--- src/rtl/sp_fetch_pkg.sv ---
// Shared types for the sprite-ROM fetch responder (sp_fetch_responder, sp_pf_buf).
// The prefetch path is compiled in with SP_FETCH_PREFETCH_EN.
package sp_fetch_pkg;

    localparam int unsigned AW_DEF  = 16;
    localparam int unsigned MAW_DEF = 23;
    localparam int unsigned DW      = 16;

    typedef enum logic [1:0] {
        IDLE = 2'd0,
        RD   = 2'd1,
        PF   = 2'd2
    } state_t;

    typedef logic client_t;

    localparam client_t CL_SP1 = 1'b0;
    localparam client_t CL_SP2 = 1'b1;

endpackage

--- src/rtl/sp_pf_buf.sv ---
// One-entry prefetch buffer {valid, addr, data} for a single client.
// Only instantiated when SP_FETCH_PREFETCH_EN is defined; invalidate wins over fill.
module sp_pf_buf
    import sp_fetch_pkg::*;
#(
    parameter int unsigned AW = AW_DEF
) (
    input  logic          clk_sys,
    input  logic          reset,
    input  logic          fill,
    input  logic [AW-1:0] fill_addr,
    input  logic [DW-1:0] fill_data,
    input  logic          inv,
    input  logic [AW-1:0] look_addr,
    output logic          hit_c,
    output logic [DW-1:0] data
);

    logic          valid;
    logic [AW-1:0] addr;

    always_ff @(posedge clk_sys or posedge reset) begin
        if (reset) begin
            valid <= 1'b0;
            addr  <= '0;
            data  <= '0;
        end else if (inv) begin
            valid <= 1'b0;
        end else if (fill) begin
            valid <= 1'b1;
            addr  <= fill_addr;
            data  <= fill_data;
        end
    end

    assign hit_c = valid && (addr == look_addr);

endmodule

--- src/rtl/sp_fetch_responder.sv ---
// Toggle req/ack responder arbitrating two sprite clients onto one single-outstanding read port.
// Define SP_FETCH_PREFETCH_EN to add next-word prefetch with one buffer per client.
module sp_fetch_responder
    import sp_fetch_pkg::*;
#(
    parameter int unsigned    AW       = AW_DEF,
    parameter int unsigned    MAW      = MAW_DEF,
    parameter logic [MAW-1:0] SP1_BASE = MAW'(23'h0),
    parameter logic [MAW-1:0] SP2_BASE = MAW'(23'h10000)
) (
    input  logic           clk_sys,
    input  logic           reset,
    input  logic           dl_busy,
    input  logic           sp1_req,
    input  logic [AW-1:0]  sp1_addr,
    output logic           sp1_ack,
    output logic [DW-1:0]  sp1_q,
    input  logic           sp2_req,
    input  logic [AW-1:0]  sp2_addr,
    output logic           sp2_ack,
    output logic [DW-1:0]  sp2_q,
    output logic           mem_req,
    output logic [MAW-1:0] mem_addr,
    input  logic           mem_rdy,
    input  logic [DW-1:0]  mem_q
);

    state_t         state;
    client_t        cur;
    client_t        rr_last;

    logic           pend1;
    logic           pend2;
    client_t        gnt;
    logic [AW-1:0]  gnt_addr;
    logic [MAW-1:0] gnt_base;
    logic           hit_take;
    logic [DW-1:0]  hit_data;
    logic           dlv;
    client_t        dlv_cl;
    logic [DW-1:0]  dlv_data;

`ifdef SP_FETCH_PREFETCH_EN
    logic [AW-1:0]  cur_addr;
    logic [AW-1:0]  pf_addr;
    logic [MAW-1:0] cur_base;
    logic           pend_other;
    logic           hit1_c;
    logic           hit2_c;
    logic [DW-1:0]  data1;
    logic [DW-1:0]  data2;
    logic           inv1;
    logic           inv2;
    logic           fill1;
    logic           fill2;

    sp_pf_buf #(.AW(AW)) u_buf1 (
        .clk_sys   (clk_sys),
        .reset     (reset),
        .fill      (fill1),
        .fill_addr (cur_addr),
        .fill_data (mem_q),
        .inv       (inv1),
        .look_addr (sp1_addr),
        .hit_c     (hit1_c),
        .data      (data1)
    );

    sp_pf_buf #(.AW(AW)) u_buf2 (
        .clk_sys   (clk_sys),
        .reset     (reset),
        .fill      (fill2),
        .fill_addr (cur_addr),
        .fill_data (mem_q),
        .inv       (inv2),
        .look_addr (sp2_addr),
        .hit_c     (hit2_c),
        .data      (data2)
    );
`endif

    // Arbitration, buffer hit detection and the delivery strobe shared by reads and hits
    always_comb begin
        pend1 = sp1_req != sp1_ack;
        pend2 = sp2_req != sp2_ack;
        gnt   = CL_SP1;
        if (pend1 && pend2) begin
            gnt = (rr_last == CL_SP1) ? CL_SP2 : CL_SP1;
        end else if (pend2) begin
            gnt = CL_SP2;
        end
        gnt_addr = (gnt == CL_SP2) ? sp2_addr : sp1_addr;
        gnt_base = (gnt == CL_SP2) ? SP2_BASE : SP1_BASE;
        hit_take = 1'b0;
        hit_data = '0;
`ifdef SP_FETCH_PREFETCH_EN
        hit_take   = (state == IDLE) && !dl_busy &&
                     ((gnt == CL_SP2) ? (pend2 && hit2_c) : (pend1 && hit1_c));
        hit_data   = (gnt == CL_SP2) ? data2 : data1;
        pf_addr    = cur_addr + AW'(1);
        cur_base   = (cur == CL_SP2) ? SP2_BASE : SP1_BASE;
        pend_other = (cur == CL_SP2) ? pend1 : pend2;
        inv1       = dl_busy || (hit_take && (gnt == CL_SP1));
        inv2       = dl_busy || (hit_take && (gnt == CL_SP2));
        fill1      = (state == PF) && mem_req && mem_rdy && (cur == CL_SP1);
        fill2      = (state == PF) && mem_req && mem_rdy && (cur == CL_SP2);
`endif
        dlv      = ((state == RD) && mem_rdy) || hit_take;
        dlv_cl   = (state == RD) ? cur : gnt;
        dlv_data = (state == RD) ? mem_q : hit_data;
    end

    // Memory-side FSM; mem_rdy is only honoured while a read is outstanding
    always_ff @(posedge clk_sys or posedge reset) begin
        if (reset) begin
            state    <= IDLE;
            cur      <= CL_SP1;
            mem_req  <= 1'b0;
            mem_addr <= '0;
`ifdef SP_FETCH_PREFETCH_EN
            cur_addr <= '0;
`endif
        end else begin
            case (state)
                IDLE: begin
                    if (!dl_busy && (pend1 || pend2) && !hit_take) begin
                        cur      <= gnt;
                        mem_addr <= gnt_base + MAW'(gnt_addr);
                        mem_req  <= 1'b1;
                        state    <= RD;
`ifdef SP_FETCH_PREFETCH_EN
                        cur_addr <= gnt_addr;
`endif
                    end
                end
                RD: begin
                    if (mem_rdy) begin
                        mem_req <= 1'b0;
                        state   <= IDLE;
`ifdef SP_FETCH_PREFETCH_EN
                        if (!pend_other && !dl_busy) begin
                            cur_addr <= pf_addr;
                            mem_addr <= cur_base + MAW'(pf_addr);
                            state    <= PF;
                        end
`endif
                    end
                end
`ifdef SP_FETCH_PREFETCH_EN
                // mem_req re-rises one cycle after the demand read so the memory sees a fresh request
                PF: begin
                    if (!mem_req) begin
                        mem_req <= 1'b1;
                    end else if (mem_rdy) begin
                        mem_req <= 1'b0;
                        state   <= IDLE;
                    end
                end
`endif
                default: state <= IDLE;
            endcase
        end
    end

    // Client-side delivery: data and ack toggle always move together
    always_ff @(posedge clk_sys or posedge reset) begin
        if (reset) begin
            sp1_ack <= 1'b0;
            sp1_q   <= '0;
            sp2_ack <= 1'b0;
            sp2_q   <= '0;
            rr_last <= CL_SP2;
        end else if (dlv) begin
            rr_last <= dlv_cl;
            if (dlv_cl == CL_SP1) begin
                sp1_ack <= ~sp1_ack;
                sp1_q   <= dlv_data;
            end else begin
                sp2_ack <= ~sp2_ack;
                sp2_q   <= dlv_data;
            end
        end
    end

endmodule

--- config.mk ---
export PLATFORM = sky130hd
export DESIGN_NAME = sp_fetch_responder
export DESIGN_NICKNAME = d
export VERILOG_FILES = /design/src/rtl/sp_fetch_pkg.sv /design/src/rtl/sp_pf_buf.sv /design/src/rtl/sp_fetch_responder.sv
export SDC_FILE = /design/constraint.sdc
export NUM_CORES = 1
export LEC_CHECK = 0
export BUFFER_PORTS_ARGS = -buffer_cell sky130_fd_sc_hd__buf_2
export CORE_MARGIN = 1
export CORE_UTILIZATION = 38
export DETAILED_ROUTE_END_ITERATION = 10
export GPL_ROUTABILITY_DRIVEN = 0
export PLACE_DENSITY = 0.74
export REMOVE_ABC_BUFFERS = 1
export SKIP_CTS_REPAIR_TIMING = 1
export SYNTH_ARGS = -nofsm -noshare
export SYNTH_HDL_FRONTEND = slang
export SYNTH_SLANG_ARGS = --single-unit
--- constraint.sdc ---
create_clock -name clk_sys -period 2.3 [get_ports clk_sys]
set_clock_uncertainty 0.15 [all_clocks]
set_input_delay 0.46 -clock clk_sys [delete_from_list [all_inputs] [get_ports clk_sys]]
set_output_delay 0.46 -clock clk_sys [all_outputs]
set_load 0.02 [all_outputs]
==> results of run 1 <==
==> cell type report <==
class | count | area [um2] | share of cell area
clock buffers | 8 | 90.1 | 0.0312
inverters | 3 | 11.3 | 0.00390
repair buffers | 110 | 576 | 0.199
flip-flops and latches | 53 | 1330 | 0.460
multi-input cells | 116 | 793 | 0.275
well taps | 72 | 90.1 | 0.0312
==> per-layer routing <==
metal  vias to the layer above  track usage  part of all wire
met5                         -            0                 0
met4                         0       0.0764             0.016
met3                         6       0.0287             0.034
met2                        50        0.290              0.54
met1                       842        0.186              0.41
li1                        809            -                 -
==> power by group through the flow <==
stage / sequential, mW / combinational, mW / clock, mW
finish: 1.67 / 2.19 / 0.529
global route: 1.73 / 2.37 / 0.591
CTS: 1.67 / 2.22 / 0.553
detailed placement: 1.69 / 2.22 / 0
global placement: 1.67 / 2.18 / 0
floorplan: 2.26 / 0.859 / 0
==> kinds of logic after synthesis <==
| group | count (synthesis) | synth area share |
|---|---|---|
| xor+xnor | 4 | 0.0190 |
| mux | 33 | 0.166 |
| flops | 53 | 0.591 |
| simple gates | 53 | 0.0925 |
| compound gates | 20 | 0.0663 |
| buf+inv | 19 | 0.0635 |
| other cells | 1 | 0.00167 |
==> worst min path at each step <==
stage / startpoint / to / slack [ps] / cells after the start
after floorplan: rr_last / rr_last / 290 / 2
final: reset / sp2_q[4] / 40 / 2
after CTS: reset / sp2_q[10] / 40 / 2
after global placement: rr_last / rr_last / 300 / 2
after detailed placement: rr_last / rr_last / 310 / 2
after global routing: reset / sp2_ack / 80 / 2
==> flip-flops by register name, summed over array words and instances, names as in the netlist <==
| signal | flops |
|---|---|
| sp2_q | 16 |
| sp2_ack | 1 |
| mem_addr | 17 |
| rr_last | 1 |
| state | 1 |
| sp1_ack | 1 |
| sp1_q | 16 |
==> critical path, delay by kind of cell, from the launching register on <==
family / cells / cell delay, ps
compound gates: 2 / 620
xor+xnor: 1 / 190
buf+inv: 1 / 220
flops: 1 / 440
simple gates: 1 / 60
==> synthesized netlist by cell type, types with 3 or more instances <==
| cell | number | area [um2] |
|---|---|---|
| dfrtp_1 | 52 | 1300 |
| nand2_1 | 35 | 131 |
| mux2_2 | 33 | 372 |
| a31oi_1 | 16 | 100 |
| nor2_1 | 16 | 60.1 |
| buf_4 | 9 | 67.6 |
| buf_2 | 3 | 15.0 |
| buf_6 | 3 | 33.8 |
| inv_1 | 3 | 11.3 |
| xnor2_1 | 3 | 26.3 |
==> flow_summary.yaml, run 1 <==
drt:
  via_per_inst: 4.72
  wl_per_cell_um: 13.1
  drt-total-wl_um: 4750
  antenna_left: 0
  first_pass_iters: 4
  drt_iter0_markers: 78
  vias: 1707
  drc: 0
global_routing:
  overflow: 0
  antenna_found_initial: 0
  track_usage: 0.162
  grt_pass1_vias: 1723
  grt_pass1_wl_um: 7760
  grt_start_max_net_pins: 27
floorplanning:
  rows: 27
  io_pins: 112
  coreArea_um2: 5610
  die_w_um: 78.9
  die_area_um2: 6220
  die_h_um: 78.9
  start_util: 0.400
clocking:
  root_buffer: "clkbuf_8"
  clkLatencyLatePin_ps: 300
  cts.path.max_buffers: 2
  clkTransAtPathRegs_ps: 90
  cts_tree: "yes"
  cts_made_buffers: 5
  clock-sinks: 53
  ctsHtreeMaxLevel: 2
timing:
  worst_pin_slew_ps: 524
  hold_ws_ps: 39.7
  setup_viol_count_final: 0
  post-route-period-util: 0.768
  setup_tns_ps: 0
  slew_violations: 0
  hold_viol: 0
  rsz0062_at_grt: "false"
  max_freq_mhz: 566
  worst_slack_ps: 535
  max_slew_margin: 0.650
  min_period_ps: 1770
critical_path:
  reg2reg_depth: 5
  crit_path_end_kind: "flip-flop"
  max_stage_delay_ps: 480
  critPathMaxFanout: 26
  crit_end: "mem_addr[11]"
  crit_arrival_ps: 1830
  r2r_start: "sp2_ack"
  path_cells: "xnor2_1, a211oi_4, buf_12, nor2_1, a31oi_1"
  r2r_setup_slack_ps: 530
  timing.rr.end: "mem_addr[11]"
  worst_ep_required_time_ps: 2370
  crit_start: "sp2_ack"
  worst_path_max_delay_cell: "a211oi_4"
  critPathLaunchType: "flip-flop"
  critPathKind: "flip-flop to flip-flop"
finish:
  fin_cells: 362
  nNetsFinal: 343
  layout_commonest_cell: "buf_2"
  area_growth_pct: 28.7
  final_area_um2: 2890
  num_antenna_cells: 0
  drive_gt1_frac: 0.538
  fill_cells: 525
  final_cell_mix: "105 x buf_2, 52 x dfrtp_1, 35 x nand2_1, 33 x mux2_2"
  utilization: 0.515
placement:
  placed_cell_area_um2: 2800
  io_buffers: 105
  dp_cells: 354
  hpwl_um: 3470
  dp_slack_ps: 416
pwr:
  power.switching_mw: 1.84
  p_clk_frac: 0.121
  sequentialPowerShare: 0.379
  fin_total_pwr_mw: 4.39
  peakVddDrop_v: 0.000628
  internal_power_mw: 2.55
  p_comb_frac: 0.500
  p_per_area_nw_per_um2: 1520
  cellLeakagePower_nw: 1.44
  p_sw_frac: 0.419
synthesis:
  syn_area_per_cell_um2: 12.3
  ys_seq_area_frac: 0.591
  synth_edf_count: 0
  postSynthCellCount: 183
  ys_ff_latch: 53
  yosys.cell_types.count: 20
  yosys_warnings: 0
  async_reset_ff_frac: 1.00
  syn-cell-area_um2: 2240
  ys.flop_type: "dfrtp_1"
job:
  cap_violations: 0
run_status:
  status: "complete, no violations"
worst_hold_path:
  holdCritPathClass: "input port to asynchronous set/reset pin"
(Power assumes the default switching activity.)
==> run 2, diff against run 1 <==
--- a/config.mk
+++ b/config.mk
@@ -10,7 +10,7 @@
 export CORE_UTILIZATION = 38
 export DETAILED_ROUTE_END_ITERATION = 10
 export GPL_ROUTABILITY_DRIVEN = 0
-export PLACE_DENSITY = 0.74
+export PLACE_DENSITY = 0.77
 export REMOVE_ABC_BUFFERS = 1
 export SKIP_CTS_REPAIR_TIMING = 1
 export SYNTH_ARGS = -nofsm -noshare
==> constraint.sdc (replaced) <==
create_clock -name clk_sys -period 1.6 [get_ports clk_sys]
set_clock_uncertainty 0.15 [all_clocks]
set_input_delay 0.32 -clock clk_sys [delete_from_list [all_inputs] [get_ports clk_sys]]
set_output_delay 0.32 -clock clk_sys [all_outputs]
set_load 0.02 [all_outputs]
==> run 2 against run 1 <==
  * Die area did not move
  * Sequential share of layout area fell by 1.3 points
  * Sequential cell count did not move
  * Global-route usage fell by 0.66 points
  * Register-to-register slack got worse by 500 ps
  * Via count fell by 0.47%
  * Critical path depth did not move
  * Count of clock-buffer cells in the layout fell by 2
  * Cell area rose by 3.1%
  * Maximum frequency rose by 13%
  * Largest power group unchanged
==> flow_summary.yaml, run 2 (synthesized netlist as in run 1, its figures left out) <==
global_routing:
  grt_pass1_vias: 1672
  antenna_found_initial: 0
  grt_pass1_wl_um: 7510
  grt_start_max_net_pins: 54
  track_usage: 0.155
  overflow: 0
clocking:
  cts_made_buffers: 5
  root_buffer: "clkbuf_8"
  clock-sinks: 53
  ctsHtreeMaxLevel: 2
  clkTransAtPathRegs_ps: 90
  cts_tree: "yes"
  clkLatencyLatePin_ps: 290
  cts.path.max_buffers: 2
critical_path:
  crit_start: "sp1_ack"
  r2r_setup_slack_ps: 40
  crit_end: "mem_addr[3]"
  critPathMaxFanout: 33
  critPathKind: "flip-flop to flip-flop"
  crit_arrival_ps: 1630
  timing.rr.end: "mem_addr[3]"
  r2r_start: "sp1_ack"
  reg2reg_depth: 5
  crit_path_end_kind: "flip-flop"
  worst_ep_required_time_ps: 1670
  critPathLaunchType: "flip-flop"
finish:
  fill_cells: 524
  num_antenna_cells: 0
  reg_top3: "mem_addr: 17 flops, sp1_q: 16 flops, sp2_q: 16 flops"
  nNetsFinal: 347
  layout_commonest_cell: "buf_2"
  drive_gt1_frac: 0.551
  largest_reg_flops: 17
  final_cell_mix: "105 x buf_2, 51 x dfrtp_1, 35 x nand2_1, 33 x mux2_2"
  area_growth_pct: 32.7
  top_register: "mem_addr"
drt:
  vias: 1699
  drt_iter0_markers: 46
  drc: 0
  first_pass_iters: 4
  wl_per_cell_um: 12.7
  antenna_left: 0
  drt-total-wl_um: 4660
  via_per_inst: 4.64
placement:
  io_buffers: 105
  hpwl_um: 3480
timing:
  hold_ws_ps: 112
  post-route-period-util: 0.976
  max_freq_mhz: 640
  rsz0062_at_grt: "true"
  slew_violations: 0
  hold_viol: 0
  setup_viol_count_final: 0
  min_period_ps: 1560
floorplanning:
  coreArea_um2: 5610
  die_w_um: 78.9
  start_util: 0.400
  die_area_um2: 6220
  rows: 27
  io_pins: 112
  die_h_um: 78.9
run_status:
  status: "complete, no violations"
worst_hold_path:
  holdPathStages: 2
  holdCritPathClass: "input port to flip-flop"
pwr:
  fin_total_pwr_mw: 6.43
  p_per_area_nw_per_um2: 2160
  peakVddDrop_v: 0.000798
  cellLeakagePower_nw: 1.49
job:
  cap_violations: 0
run 2: cell types whose count changed in the layout (fill, tap and decap cells not counted), sizes merged:
cell         before  now
clkinv            0    2
buf             110  113
dlygate4sd3       0    1
clkbuf            8    6
run 2: metrics by stage:
stage	instance area (um2)	std cells	TNS, ps	utilization	setup slack (ps)
final	2980	366	0	0.531	38.1
after global routing	2980	366	-501	0.531	-60.7
after CTS	2950	365	-96.3	0.527	-28.8
after detailed placement	2870	357	-139	0.512	-61.3
after global placement	2870	357	-26.3	0.512	-26.3
after floorplan	2130	172	-15860	-	-548
run 2: layout make-up:
cell class | count | area (um2) | area share
repair buffers | 114 | 658 | 0.221
multi-input cells | 116 | 807 | 0.271
clock buffers | 6 | 72.6 | 0.0244
well taps | 72 | 90.1 | 0.0303
inverters | 3 | 11.3 | 0.00378
clock inverters | 2 | 10.0 | 0.00336
flip-flops and latches | 53 | 1330 | 0.446
run 2: power by group:
| group | switching, mW | internal (mW) | leakage [nW] | total (mW) |
|---|---|---|---|---|
| clock network | 0.414 | 0.304 | 0.0450 | 0.718 |
| registers | 0.359 | 2.03 | 0.616 | 2.39 |
| logic | 1.91 | 1.42 | 0.828 | 3.32 |
| total | 2.68 | 3.75 | 1.49 | 6.43 |
run 2: worst min-delay path by stage:
stage,start,endpoint
6_report,mem_q[3],sp1_q[3]
5_1_grt,mem_q[4],sp1_q[4]
4_1_cts,reset,mem_addr[13]
3_5_place_dp,reset,mem_addr[13]
3_3_place_gp,reset,mem_addr[13]
2_1_floorplan,rr_last,rr_last
run 2: layer usage:
| layer | vias up | GRT usage | share of wire |
|---|---|---|---|
| met5 | - | 0 | 0 |
| met4 | 0 | 0.0582 | 0.013 |
| met3 | 5 | 0.0345 | 0.054 |
| met2 | 59 | 0.281 | 0.52 |
| met1 | 816 | 0.178 | 0.42 |
| li1 | 819 | - | - |
run 2: critical path, stage by stage, from the launching register on:
cell and delay (ps):
dfrtp_1 440, xnor2_2 200, a211oi_4 290, buf_12 210, nor2_1 50, a31oi_1 140
